File: config.mk
export PLATFORM = sky130hd
export DESIGN_NAME = adc_jesd204_capture_seq
export DESIGN_NICKNAME = d
export VERILOG_FILES = /design/src/rtl/adc_jesd204_capture_seq.sv
export SDC_FILE = /design/constraint.sdc
export NUM_CORES = 1
export LEC_CHECK = 0
export ABC_AREA = 0
export CAP_MARGIN = 15
export CORE_ASPECT_RATIO = 0.6
export CORE_MARGIN = 2
export CORE_UTILIZATION = 45
export CTS_BUF_LIST = sky130_fd_sc_hd__clkbuf_4
export DETAILED_ROUTE_END_ITERATION = 8
export MAX_ROUTING_LAYER = met4
export PLACE_DENSITY = 0.79
export RECOVER_POWER = 100
export SYNTH_ARGS = -nofsm -noshare
export SYNTH_HDL_FRONTEND = slang
export SYNTH_SLANG_ARGS = --single-unit
export TNS_END_PERCENT = 1
File: constraint.sdc
create_clock -name adc_clk -period 2.75 [get_ports adc_clk]
set_clock_uncertainty 0.05 [all_clocks]
set_input_delay 0.4125 -clock adc_clk [delete_from_list [all_inputs] [get_ports adc_clk]]
set_output_delay 0.4125 -clock adc_clk [all_outputs]
set_load 0.02 [all_outputs]
File: src/rtl/adc_jesd204_capture_seq.sv
// JESD204 ADC capture sequencer: arms on start, optionally waits for a
// trigger edge, aligns to SOF and forwards a fixed number of beats to DMA.
module adc_jesd204_capture_seq #(
  parameter int NUM_LANES    = 1,
  parameter int LENGTH_WIDTH = 16
) (
  input  logic                      adc_clk,
  input  logic                      adc_rstn,
  input  logic                      cfg_start,
  input  logic                      cfg_abort,
  input  logic                      cfg_trig_mode,
  input  logic [LENGTH_WIDTH-1:0]   cfg_length,
  input  logic                      trig_in,
  input  logic [3:0]                rx_sof,
  input  logic                      rx_valid,
  input  logic [NUM_LANES*32-1:0]   rx_data,
  input  logic                      adc_dovf,
  output logic                      out_valid,
  output logic [NUM_LANES*32-1:0]   out_data,
  output logic                      out_last,
  output logic                      status_busy,
  output logic                      status_done,
  output logic                      status_ovf,
  output logic                      status_err,
  output logic [LENGTH_WIDTH-1:0]   beat_count
);

  typedef enum logic [2:0] {
    IDLE,
    ARMED,
    WAIT_SOF,
    CAPTURE,
    DONE
  } state_t;

  state_t                    state;
  state_t                    state_nxt;
  logic [LENGTH_WIDTH-1:0]   len_q;
  logic [LENGTH_WIDTH-1:0]   count_inc;
  logic                      trig_q;
  logic                      trig_edge;
  logic                      start_ok;
  logic                      start_bad;
  logic                      cap;
  logic                      cap_last;
  logic                      unused_sof;

  // Only lane-0 SOF marks frame alignment; the other flags are ignored.
  assign unused_sof = ^rx_sof[3:1];

  assign trig_edge = trig_in & ~trig_q;
  assign count_inc = beat_count + LENGTH_WIDTH'(1);

  assign status_busy = (state == ARMED) ||
                       (state == WAIT_SOF) ||
                       (state == CAPTURE);
  assign status_done = (state == DONE);

  always_comb begin
    state_nxt = state;
    start_ok  = 1'b0;
    start_bad = 1'b0;
    cap       = 1'b0;
    cap_last  = 1'b0;
    if (cfg_abort) begin
      state_nxt = IDLE;
    end else begin
      unique case (state)
        IDLE, DONE: begin
          if (cfg_start) begin
            if (cfg_length != '0) begin
              start_ok  = 1'b1;
              state_nxt = cfg_trig_mode ? ARMED : WAIT_SOF;
            end else begin
              start_bad = 1'b1;
            end
          end
        end
        ARMED: begin
          if (trig_edge) state_nxt = WAIT_SOF;
        end
        WAIT_SOF: begin
          if (rx_valid && rx_sof[0]) begin
            cap       = 1'b1;
            cap_last  = (count_inc == len_q);
            state_nxt = cap_last ? DONE : CAPTURE;
          end
        end
        CAPTURE: begin
          if (rx_valid) begin
            cap      = 1'b1;
            cap_last = (count_inc == len_q);
            if (cap_last) state_nxt = DONE;
          end
        end
        default: state_nxt = IDLE;
      endcase
    end
  end

  always_ff @(posedge adc_clk) begin
    if (!adc_rstn) begin
      state <= IDLE;
    end else begin
      state <= state_nxt;
    end
  end

  always_ff @(posedge adc_clk) begin
    if (!adc_rstn) begin
      trig_q     <= 1'b0;
      len_q      <= '0;
      beat_count <= '0;
      out_valid  <= 1'b0;
      out_last   <= 1'b0;
      out_data   <= '0;
      status_ovf <= 1'b0;
      status_err <= 1'b0;
    end else begin
      trig_q     <= trig_in;
      out_valid  <= cap;
      out_last   <= cap_last;
      status_err <= start_bad;
      if (cap) out_data <= rx_data;
      if (start_ok) begin
        len_q      <= cfg_length;
        beat_count <= '0;
        status_ovf <= 1'b0;
      end else begin
        if (cap) beat_count <= count_inc;
        // Overflow only matters while beats are being streamed out.
        if (state == CAPTURE && adc_dovf) status_ovf <= 1'b1;
      end
    end
  end

endmodule
==> key figures, run 1 <==
Routing
  • Via Count: 3,413
  • Detail Route Antenna Nets: 0
  • Post-DR wirelength/cell: roughly 15 µm
  • Routed WL: roughly 9700 µm
  • Initial drt markers: around 250
  • Vias per Instance: approximately 5.3
  • Drc violations: 0
  • DR pass1 iterations: 5

Cells and area
  • Share of cells above drive strength 1: 0.0835
  • Fin nets: just under 600
  • ANT cells: 0
  • Layout Area Growth over Synthesis: 42.7%

Critical path
  • CP Cell Sequence: buf_4, xnor2_1, o21ai_1, nor4b_1, a21oi_1, or4_1, or4_1, o2bb2ai_1
  • CP most frequent cell: or4_1
  • Critical path class: flop to flop
  • CP max FO: 4
  • Crit path launch type: flop
  • Required @ worst endpoint: ~3.0 ns
  • Critical Path End Type: flop
  • FF-to-FF path depth: 8
  • Crit. path cell count: 8
  • CP top delay family: simple AND/OR/NAND/NOR gates
  • Cell at the slowest stage of the critical path: or4_1
  • Peak per-stage delay on the critical path: ~0.43 ns
  • CP Buf/Inv Count: 1
  • CP arrival: 2.88 ns

Timing
  • Tcrit/Tclk final: 0.950
  • Setup violations, final: 0
  • RSZ-0062 raised after global routing: no
  • Tightest Pin Transition: about 1.8 ns
  • Slew HR: -0.178
  • Pins Over Slew Limit: 52
  • Final Hold Fails: 0
  • Achievable frequency: about 380 MHz
  • Final worst path period need: 2.61 ns
  • Final TNS setup: 0 ns
  • Worst hold slack: 0.419 ns

Logic synthesis
  • Post-synth EDFFs: 0
  • Yosys reg bits: 72
  • Post-synthesis async set-or-reset flop share: 0
  • Cell area after synthesis: between 0.003 and 0.004 mm²
  • Most frequent cells after synthesis: nand2_1, dfxtp_1, nor2_1, a21boi_0, nor2b_1
  • Synth top area share: 0.413
  • Most frequent cell after synthesis: nand2_1
  • Synth cell types: 50
  • Synth area leaders: dfxtp_1, nand2_1, a21boi_0
  • Synthesized net count: 474
  • Post-synth top flop: dfxtp_1
  • Ys Warns: 0
  • Seq/Total Area, Yosys: 0.413
  • Syn avg cell area: 8.45 µm²
  • Area leader, netlist: dfxtp_1
  • Cells after Synth: around 410

Global routing
  • Vias in the first global route: 3,380
  • First-pass GRT wire length: 16,200 µm
  • GRT Resource Usage Total: 0.247
  • Largest net degree at the start of global routing: 52
  • Antenna violations before repair: 0
  • Global route overflow: 0

Floorplan
  • Core ar.: between 0.007 and 0.008 mm²
  • Overall die area: about 0.0085 mm²
  • Initial core utilization: 0.473
  • Io pins: 114
  • Die X: around 120 µm
  • Die Y: just over 70 µm
  • Core Rows: 24

Pwr
  • LEAKAGE: between 2 and 2.5 nW
  • Max IR drop VDD: 0.290 mV
  • PwrDens: ~440 mW/mm²

Place
  • Dpl hpwl: 7260 µm
  • Placer Congestion: about 1
  • Number of port buffers: 110

Run status
  • Outcome: finished with violations
  • Failing checks: max-capacitance violations, max-slew violations

Job
  • Maxcap violations: 1

Clock tree
  • Post-CTS setup buffer count: 0
  • Clk sinks: a little over 70
  • Skew-Pair Late Insertion Delay: 0.43 ns
  • Root buffer cell: clkbuf_4
  • Htree depth: 3
  • CTS Buffer Depth: 2
  • Clock-pin slew on the worst setup and hold paths: between 0.1 and 0.15 ns
  • Num CTS Buffers: 9
  • CTS tree: done

Min path
  • WHS Path Cells: 2
  • Worst hold path class: flop to flop
-- repair_timing --
item,4_1_cts,5_1_grt
hold buffers,0,0
resized for setup,0,1
setup endpoints to repair,0,2
-- power by group --
part / switching (W) / leakage [nW] / internal, W
Clock: 0.000378 / 0.0994 / 0.000454
Sequential: 0.0000197 / 0.583 / 0.00106
Combinational: 0.000112 / 1.34 / 0.000150
-- final timing paths --
check                     start           end  slack (ns)
setup reg to reg  beat_count[5]      state[1]        0.14
hold / removal     out_data[29]  out_data[29]        0.42
hold reg to reg    out_data[29]  out_data[29]        0.42
setup / recovery  beat_count[5]      state[1]        0.14
-- per-layer routing --
layer | GRT usage | wire (µm) | up-vias
li1 | - | - | 1654
met1 | 0.320 | 4640 | 1608
met2 | 0.380 | 4230 | 136
met3 | 0.0747 | 715 | 15
met4 | 0.0643 | 102 | 0
met5 | - | 0 | -
-- cell families (layout without fill, tap and decap cells) --
| group | Yosys count | in the layout | synth area share |
|---|---|---|---|
| muxes | 17 | 17 | 0.0491 |
| DFF | 72 | 72 | 0.413 |
| buffers and inverters | 28 | 154 | 0.0340 |
| and+or+nand+nor | 193 | 193 | 0.279 |
| AOI/OAI and AO/OA | 70 | 70 | 0.141 |
| adders and majority gates | 1 | 1 | 0.00358 |
| xor gates and xnor gates | 32 | 32 | 0.0803 |
-- area by class of cell --
class	instances	area (µm²)
fill	634	2410
multi-input combinational	313	1940
sequential	72	1440
timing repair buffer	134	1280
tap	104	130
clock inverter	7	110
clock buffer	9	67.6
inverter	4	15.0
-- cell usage in the layout, fill, tap and decap left out, types with 16 or more instances in the layout --
| master | n |
|---|---|
| nand2_1 | 80 |
| mux2i_1 | 16 |
| dfxtp_1 | 71 |
| xnor2_1 | 18 |
| a21boi_0 | 34 |
| nor2b_1 | 19 |
| buf_4 | 19 |
| dlygate4sd3_1 | 54 |
| clkdlybuf4s50_1 | 56 |
| nor2_1 | 35 |
-- worst reg2reg max path: stages, from the launching register on --
cell	delay, ns
dfxtp_1	0.37
buf_4	0.17
xnor2_1	0.33
o21ai_1	0.16
nor4b_1	0.34
a21oi_1	0.09
or4_1	0.43
or4_1	0.43
o2bb2ai_1	0.14
-- state kept, by name, summed over array words and instances (netlist names) --
register    count
status_err      1
trig_q          1
status_ovf      1
beat_count     16
out_data       32
len_q          16
state           3
out_last        1
out_valid       1
-- per-stage QoR --
step                      power, W  instances   util  cell area [µm²]  setup WS, ns
after floorplan            0.00122        413      -             3490        0.0878
after global placement     0.00136        627  0.652             4820         0.226
after detailed placement   0.00137        627  0.652             4820         0.138
after CTS                  0.00220        643  0.676             4990         0.107
after global routing       0.00227        643  0.674             4980        0.0197
final                      0.00218        643  0.674             4980         0.138
Power figures use the tool's default switching activity.
==> run 2: changes to the inputs <==
CAP_MARGIN = unset   (was 15)
RECOVER_POWER = unset   (was 100)
==> run 2 against run 1 <==
Compared with the run above: the flow now finishes without violations; combinational power about the same; critical path depth is 2 lower; global-route usage did not move; final cell count did not move; clock-buffer cell count unchanged; cell area is 0.28% higher; core utilization up 0.19 points; wire length down 0.18%; sequential power about the same; worst setup slack improved by 0.018 ns; clock power about the same; hold slack got worse by 0.0011 ns; largest power group unchanged; highest routed layer unchanged.
==> key figures, run 2 (same netlist as run 1, synthesis figures left out) <==
Floorplan
  • Overall die area: between 0.008 and 0.009 mm²
  • Core Rows: 24
  • Die X: approximately 120 µm
  • Io pins: ~110
  • Die Y: between 70 and 80 µm
  • Initial core utilization: 0.473
  • Core ar.: ~0.0074 mm²

Cells and area
  • Largest register FFs: 32
  • Filler cells: 628
  • Register bank with the most flops: out_data
  • ANT cells: 0
  • Multi-input logic area: approximately 0.0019 mm²
  • Layout Area Growth over Synthesis: 43.1%
  • Share of cells above drive strength 1: 0.0891
  • Register area: ~0.0014 mm²
  • Leading cell type in the layout, fill and taps excluded: clkdlybuf4s50_1
  • Largest regs: out_data: 32 flops, beat_count: 16 flops, len_q: 16 flops
  • Fin nets: 595
  • Commonest cells after routing, fill and taps aside: clkdlybuf4s50_1, nand2_1, dfxtp_1, nor2_1, a21boi_0
  • Layout Utilization: 0.676

Routing
  • Via Count: between 3,000 and 4,000
  • DR WL met3: approximately 630 µm
  • Met2 Routed Length: between 4000 and 5000 µm
  • Top layer in use: met4
  • Met1 WL: between 4000 and 5000 µm
  • Drc violations: 0
  • Initial drt markers: 284
  • Routed WL: around 9700 µm
  • Post-DR wirelength/cell: between 15 and 20 µm
  • Detail Route Antenna Nets: 0
  • DR pass1 iterations: 5
  • Vias per Instance: 5.30

Critical path
  • CP arrival: between 2 and 3 ns
  • FF-to-FF path depth: 6
  • RR Endpoint: state[1]
  • Crit path launch type: flop
  • Required @ worst endpoint: between 3 and 4 ns
  • CP max FO: 7
  • Critical path class: flop to flop
  • R2r startpoint: beat_count[10]
  • Critical Path End Type: flop
  • R2R setup slack: approximately 0.16 ns

Clock tree
  • Root buffer cell: clkbuf_4
  • Num CTS Buffers: 9
  • Skew-Pair Late Insertion Delay: about 0.43 ns
  • CTS Buffer Depth: 2
  • Post-CTS Resized: 0
  • Clock-pin slew on the worst setup and hold paths: ~0.11 ns
  • Htree depth: 3
  • CTS tree: done
  • Post-CTS setup buffer count: 0
  • Hold buffer count at cts: 0
  • Clk sinks: between 70 and 80

Pwr
  • Seq pwr share: 0.498
  • PwrDens: approximately 440 mW/mm²
  • Max IR drop VDD: 0.290 mV
  • LEAKAGE: between 1.5 and 2 nW
  • Switching power: 0.000507 W
  • Logic gate share of total power: 0.121
  • Cell-internal power: approximately 0.0017 W
  • Clock power frac: 0.381
  • Switching Share: 0.233

Timing
  • Tcrit/Tclk final: 0.943
  • Achievable frequency: just under 400 MHz
  • Final TNS setup: 0 ns
  • Setup violations, final: 0
  • Final worst path period need: around 2.6 ns
  • Tightest Pin Transition: between 0.4 and 0.5 ns
  • Final Hold Fails: 0
  • Slew HR: 0.673
  • RSZ-0062 raised after global routing: no
  • Pins Over Slew Limit: 0

Place
  • Number of port buffers: 110
  • Dpl hpwl: 7260 µm
  • Placer Congestion: approximately 0.97

Global routing
  • First-pass GRT wire length: between 15,000 and 20,000 µm
  • Vias in the first global route: 3,380
  • Global route overflow: 0
  • Antenna violations before repair: 0
  • Largest net degree at the start of global routing: 52
  • GRT Resource Usage Total: 0.247

Min path
  • Worst hold path endpoint: out_data[28]
  • Hold path start: out_data[28]
  • WHS Path Cells: 2
  • Worst hold path class: flop to flop

Job
  • Maxcap violations: 0

Run status
  • Outcome: complete, no violations
[run 2: power groups by stage]
| stage | Sequential [W] | Combinational, W | Clock [W] |
|---|---|---|---|
| 6_report | 0.00108 | 0.000264 | 0.000829 |
| 5_1_grt | 0.00109 | 0.000286 | 0.000897 |
| 4_1_cts | 0.00108 | 0.000264 | 0.000851 |
| 3_3_place_gp | 0.00110 | 0.000257 | 0 |
| 3_5_place_dp | 0.00111 | 0.000262 | 0 |
| 2_1_floorplan | 0.00111 | 0.000118 | 0 |
[run 2: per-stage QoR]
step | power, W | worst slack [ns] | cells | hold slack [ns] | instance area, µm²
2_1_floorplan | 0.00122 | 0.0878 | 413 | 0.451 | 3490
3_3_place_gp | 0.00136 | 0.226 | 627 | 0.399 | 4820
3_5_place_dp | 0.00137 | 0.138 | 627 | 0.406 | 4820
4_1_cts | 0.00220 | 0.107 | 643 | 0.423 | 4990
5_1_grt | 0.00227 | 0.0197 | 643 | 0.446 | 4990
6_report | 0.00218 | 0.156 | 643 | 0.418 | 4990
[run 2: worst max-delay path by stage]
stage,start,endpoint,slack [ns],depth (start not counted)
2_1_floorplan,beat_count[0],state[1],0.09,8
3_3_place_gp,beat_count[3],state[1],0.23,6
3_5_place_dp,beat_count[3],state[1],0.14,6
4_1_cts,beat_count[3],state[1],0.11,6
5_1_grt,beat_count[0],state[1],0.02,7
6_report,beat_count[10],state[1],0.16,6
[run 2: final cells by class]
type	count	share of cell area
clock buffer	9	0.0135
inverter	4	0.00301
sequential	72	0.289
tap	104	0.0261
timing repair buffer	134	0.259
multi-input combinational	313	0.388
clock inverter	7	0.0220
[run 2: worst max-delay path: stages, from the launching register on]
cell and delay, ns:
dfxtp_1 0.53, nand4_4 0.23, nor4_4 0.30, o311ai_1 0.14, or4_1 0.60, or4_1 0.51, o2bb2ai_1 0.14
[run 2: metal layers]
metal	GRT usage	vias to the layer above
met5	-	-
met4	0.0643	0
met3	0.0747	13
met2	0.380	123
met1	0.320	1612
li1	-	1659
==> run 3: changes to the inputs <==
ABC_AREA = 1   (was 0)
DONT_BUFFER_PORTS = 1   (was unset)
PLACE_DENSITY = unset   (was 0.79)
==> run 3 against run 2 <==
Compared with the run above: sequential share of layout area grew 8.9 points; hold slack worse by 0.37 ns; cell area is 24% lower; power down 13%; via count rose by 3.0%; largest power group unchanged.
==> key figures, run 3 <==
Routing
  • Vias per Instance: 5.41
  • Drc violations: 0
  • Post-DR wirelength/cell: roughly 15 µm
  • Initial drt markers: roughly 200
  • Via Count: ~3,500
  • Routed WL: about 10,000 µm
  • Top layer in use: met4
  • DR WL met3: 1040 µm
  • Met1 WL: around 4900 µm
  • Met2 Routed Length: between 3000 and 4000 µm
  • Detail Route Antenna Nets: 0
  • DR pass1 iterations: 5

Timing
  • RSZ-0062 raised after global routing: no
  • Achievable frequency: 422 MHz
  • Final setup margin: 0.378 ns
  • Tightest Pin Transition: 0.512 ns
  • Final worst path period need: approximately 2.4 ns
  • Setup violations, final: 0
  • Slew HR: 0.659
  • Pins Over Slew Limit: 0
  • Final Hold Fails: 0
  • Final TNS setup: 0 ns
  • Tcrit/Tclk final: 0.863

Critical path
  • Peak per-stage delay on the critical path: around 0.56 ns
  • R2r startpoint: beat_count[2]
  • CP Buf/Inv Count: 0
  • CP Cell Sequence: nand2_1, nor2_2, nand3_1, nand3_1, nand2_1, nor2_1, nand2_1, nor2_1, nand3_1, nand2_1, nand2_1, nand2_1, a21oi_1
  • Crit path launch type: flop
  • Critical Path End Type: flop
  • Critical Path Source: beat_count[2]
  • Cell at the slowest stage of the critical path: dfxtp_1
  • CP top delay family: simple AND/OR/NAND/NOR gates
  • CP arrival: roughly 2.7 ns
  • Critical path class: flop to flop
  • CP max FO: 11
  • CP most frequent cell: nand2_1
  • Required @ worst endpoint: roughly 3.0 ns

Place
  • DP Worst Slack: 0.436 ns
  • Dpl hpwl: approximately 7400 µm
  • Placer Congestion: 0.964
  • Placement Cell Area: roughly 0.0037 mm²
  • Number of port buffers: 0

Logic synthesis
  • Synth cell types: 30
  • Ys Warns: 0
  • Yosys reg bits: approximately 70
  • Post-synth top flop: dfxtp_1
  • Most frequent cell after synthesis: nand2_1
  • Syn avg cell area: 6.61 µm²
  • Synth area leaders: dfxtp_1, nand2_1, nor2_1
  • Seq/Total Area, Yosys: 0.408
  • Post-synth EDFFs: 0
  • Synthesized net count: 595
  • Most frequent cells after synthesis: nand2_1, nor2_1, dfxtp_1, o21ai_0, nand3_1
  • Cells after Synth: about 530
  • Synth top area share: 0.408
  • Post-synthesis async set-or-reset flop share: 0
  • Area leader, netlist: dfxtp_1
  • Cell area after synthesis: ~0.0035 mm²

Global routing
  • GRT Resource Usage Total: 0.251
  • First-pass GRT wire length: between 15,000 and 20,000 µm
  • Global route overflow: 0
  • Vias in the first global route: 3,175
  • Antenna violations before repair: 0
  • Largest net degree at the start of global routing: 55

Pwr
  • Clock power frac: 0.319
  • Max IR drop VDD: between 0.2 and 0.3 mV
  • PwrDens: slightly below 500 mW/mm²
  • Seq pwr share: 0.584
  • Cell-internal power: about 0.0013 W
  • Switching power: roughly 0.00055 W
  • LEAKAGE: between 1.5 and 2 nW
  • Logic gate share of total power: 0.097
  • Switching Share: 0.293

Cells and area
  • Layout Utilization: 0.515
  • Largest regs: out_data: 32 flops, beat_count: 16 flops, len_q: 16 flops
  • Largest register FFs: 32
  • Leading cell type in the layout, fill and taps excluded: nand2_1
  • Filler cells: roughly 780
  • Share of cells above drive strength 1: 0.0752
  • Design Area, Final: 0.00382 mm²
  • Commonest cells after routing, fill and taps aside: nand2_1, nor2_1, dfxtp_1, o21ai_0, nand3_1
  • ANT cells: 0
  • Fin nets: between 600 and 700
  • Layout Area Growth over Synthesis: 8.11%
  • Register bank with the most flops: out_data

Floorplan
  • Die X: 118 µm
  • Overall die area: roughly 0.0086 mm²
  • Io pins: 114
  • Die Y: ~73 µm
  • Initial core utilization: 0.476
  • Core ar.: ~0.0074 mm²
  • Core Rows: 24

Min path
  • Worst hold path class: input port to flop
  • Hold path start: cfg_start

Clock tree
  • Post-CTS setup buffer count: 0
  • Clock-pin slew on the worst setup and hold paths: around 0.12 ns
  • Root buffer cell: clkbuf_4
  • Num CTS Buffers: 9
  • Htree depth: 3
  • CTS tree: done
  • CTS Buffer Depth: 2
  • Post-CTS Resized: 0
  • Clk sinks: 72
  • Skew-Pair Late Insertion Delay: between 0.4 and 0.5 ns

Job
  • Maxcap violations: 0

Run status
  • Outcome: complete, no violations
run 3: what timing repair did:
item,in CTS,in global routing
hold buffers,2,0
endpoints found under the setup margin,0,0
hold endpoints to repair,1,0
run 3: worst reg2reg max path, cell delays in order (launching register included):
cell and delay (ns):
dfxtp_1 0.56, nand2_1 0.12, nor2_2 0.40, nand3_1 0.16, nand3_1 0.16, nand2_1 0.11
nor2_1 0.11, nand2_1 0.07, nor2_1 0.18, nand3_1 0.11, nand2_1 0.08, nand2_1 0.05
nand2_1 0.06, a21oi_1 0.05
run 3: through the flow:
stage | total power, W | hold WS (ns) | cells
floorplan | 0.00126 | 0.385 | 534
global placement | 0.00130 | 0.408 | 631
detailed placement | 0.00130 | 0.420 | 631
CTS | 0.00190 | 0.0202 | 649
global route | 0.00198 | 0.0138 | 649
finish | 0.00189 | 0.0490 | 649
run 3: layout make-up:
class	instances	area [µm²]	share of cell area
repair buffers	13	103	0.0269
multi-input cells	394	1840	0.481
clock buffers	10	75.1	0.0197
clock inverters	6	43.8	0.0115
inverters	50	188	0.0492
well taps	104	130	0.0341
flip-flops and latches	72	1440	0.378
run 3: kinds of logic after synthesis:
family | Yosys count | share of synthesized area
and+or+nand+nor | 290 | 0.355
AOI/OAI and AO/OA | 100 | 0.148
xor gates and xnor gates | 3 | 0.0113
buffers and inverters | 68 | 0.0734
DFF | 72 | 0.408
adders and majority gates | 1 | 0.00354
run 3: power groups by stage:
| stage | clock, W | sequential, W | combinational (W) |
|---|---|---|---|
| 2_1_floorplan | 0 | 0.00112 | 0.000142 |
| 3_3_place_gp | 0 | 0.00112 | 0.000174 |
| 3_5_place_dp | 0 | 0.00112 | 0.000177 |
| 4_1_cts | 0.000619 | 0.00110 | 0.000180 |
| 5_1_grt | 0.000663 | 0.00110 | 0.000208 |
| 6_report | 0.000602 | 0.00110 | 0.000183 |
run 3: per-layer routing:
metal,GRT usage,up-vias
met5,-,-
met4,0.0776,0
met3,0.0859,15
met2,0.335,153
met1,0.353,1579
li1,-,1762
run 3: path summary, 6_finish.rpt:
path                            depth (start not counted)  slack (ns)    endpoint
worst max-delay path                                   13        0.38    state[1]
worst min-delay path                                    2        0.05  status_err
worst max register to register                         13        0.38    state[1]
worst min register to register                          2        0.44    len_q[0]
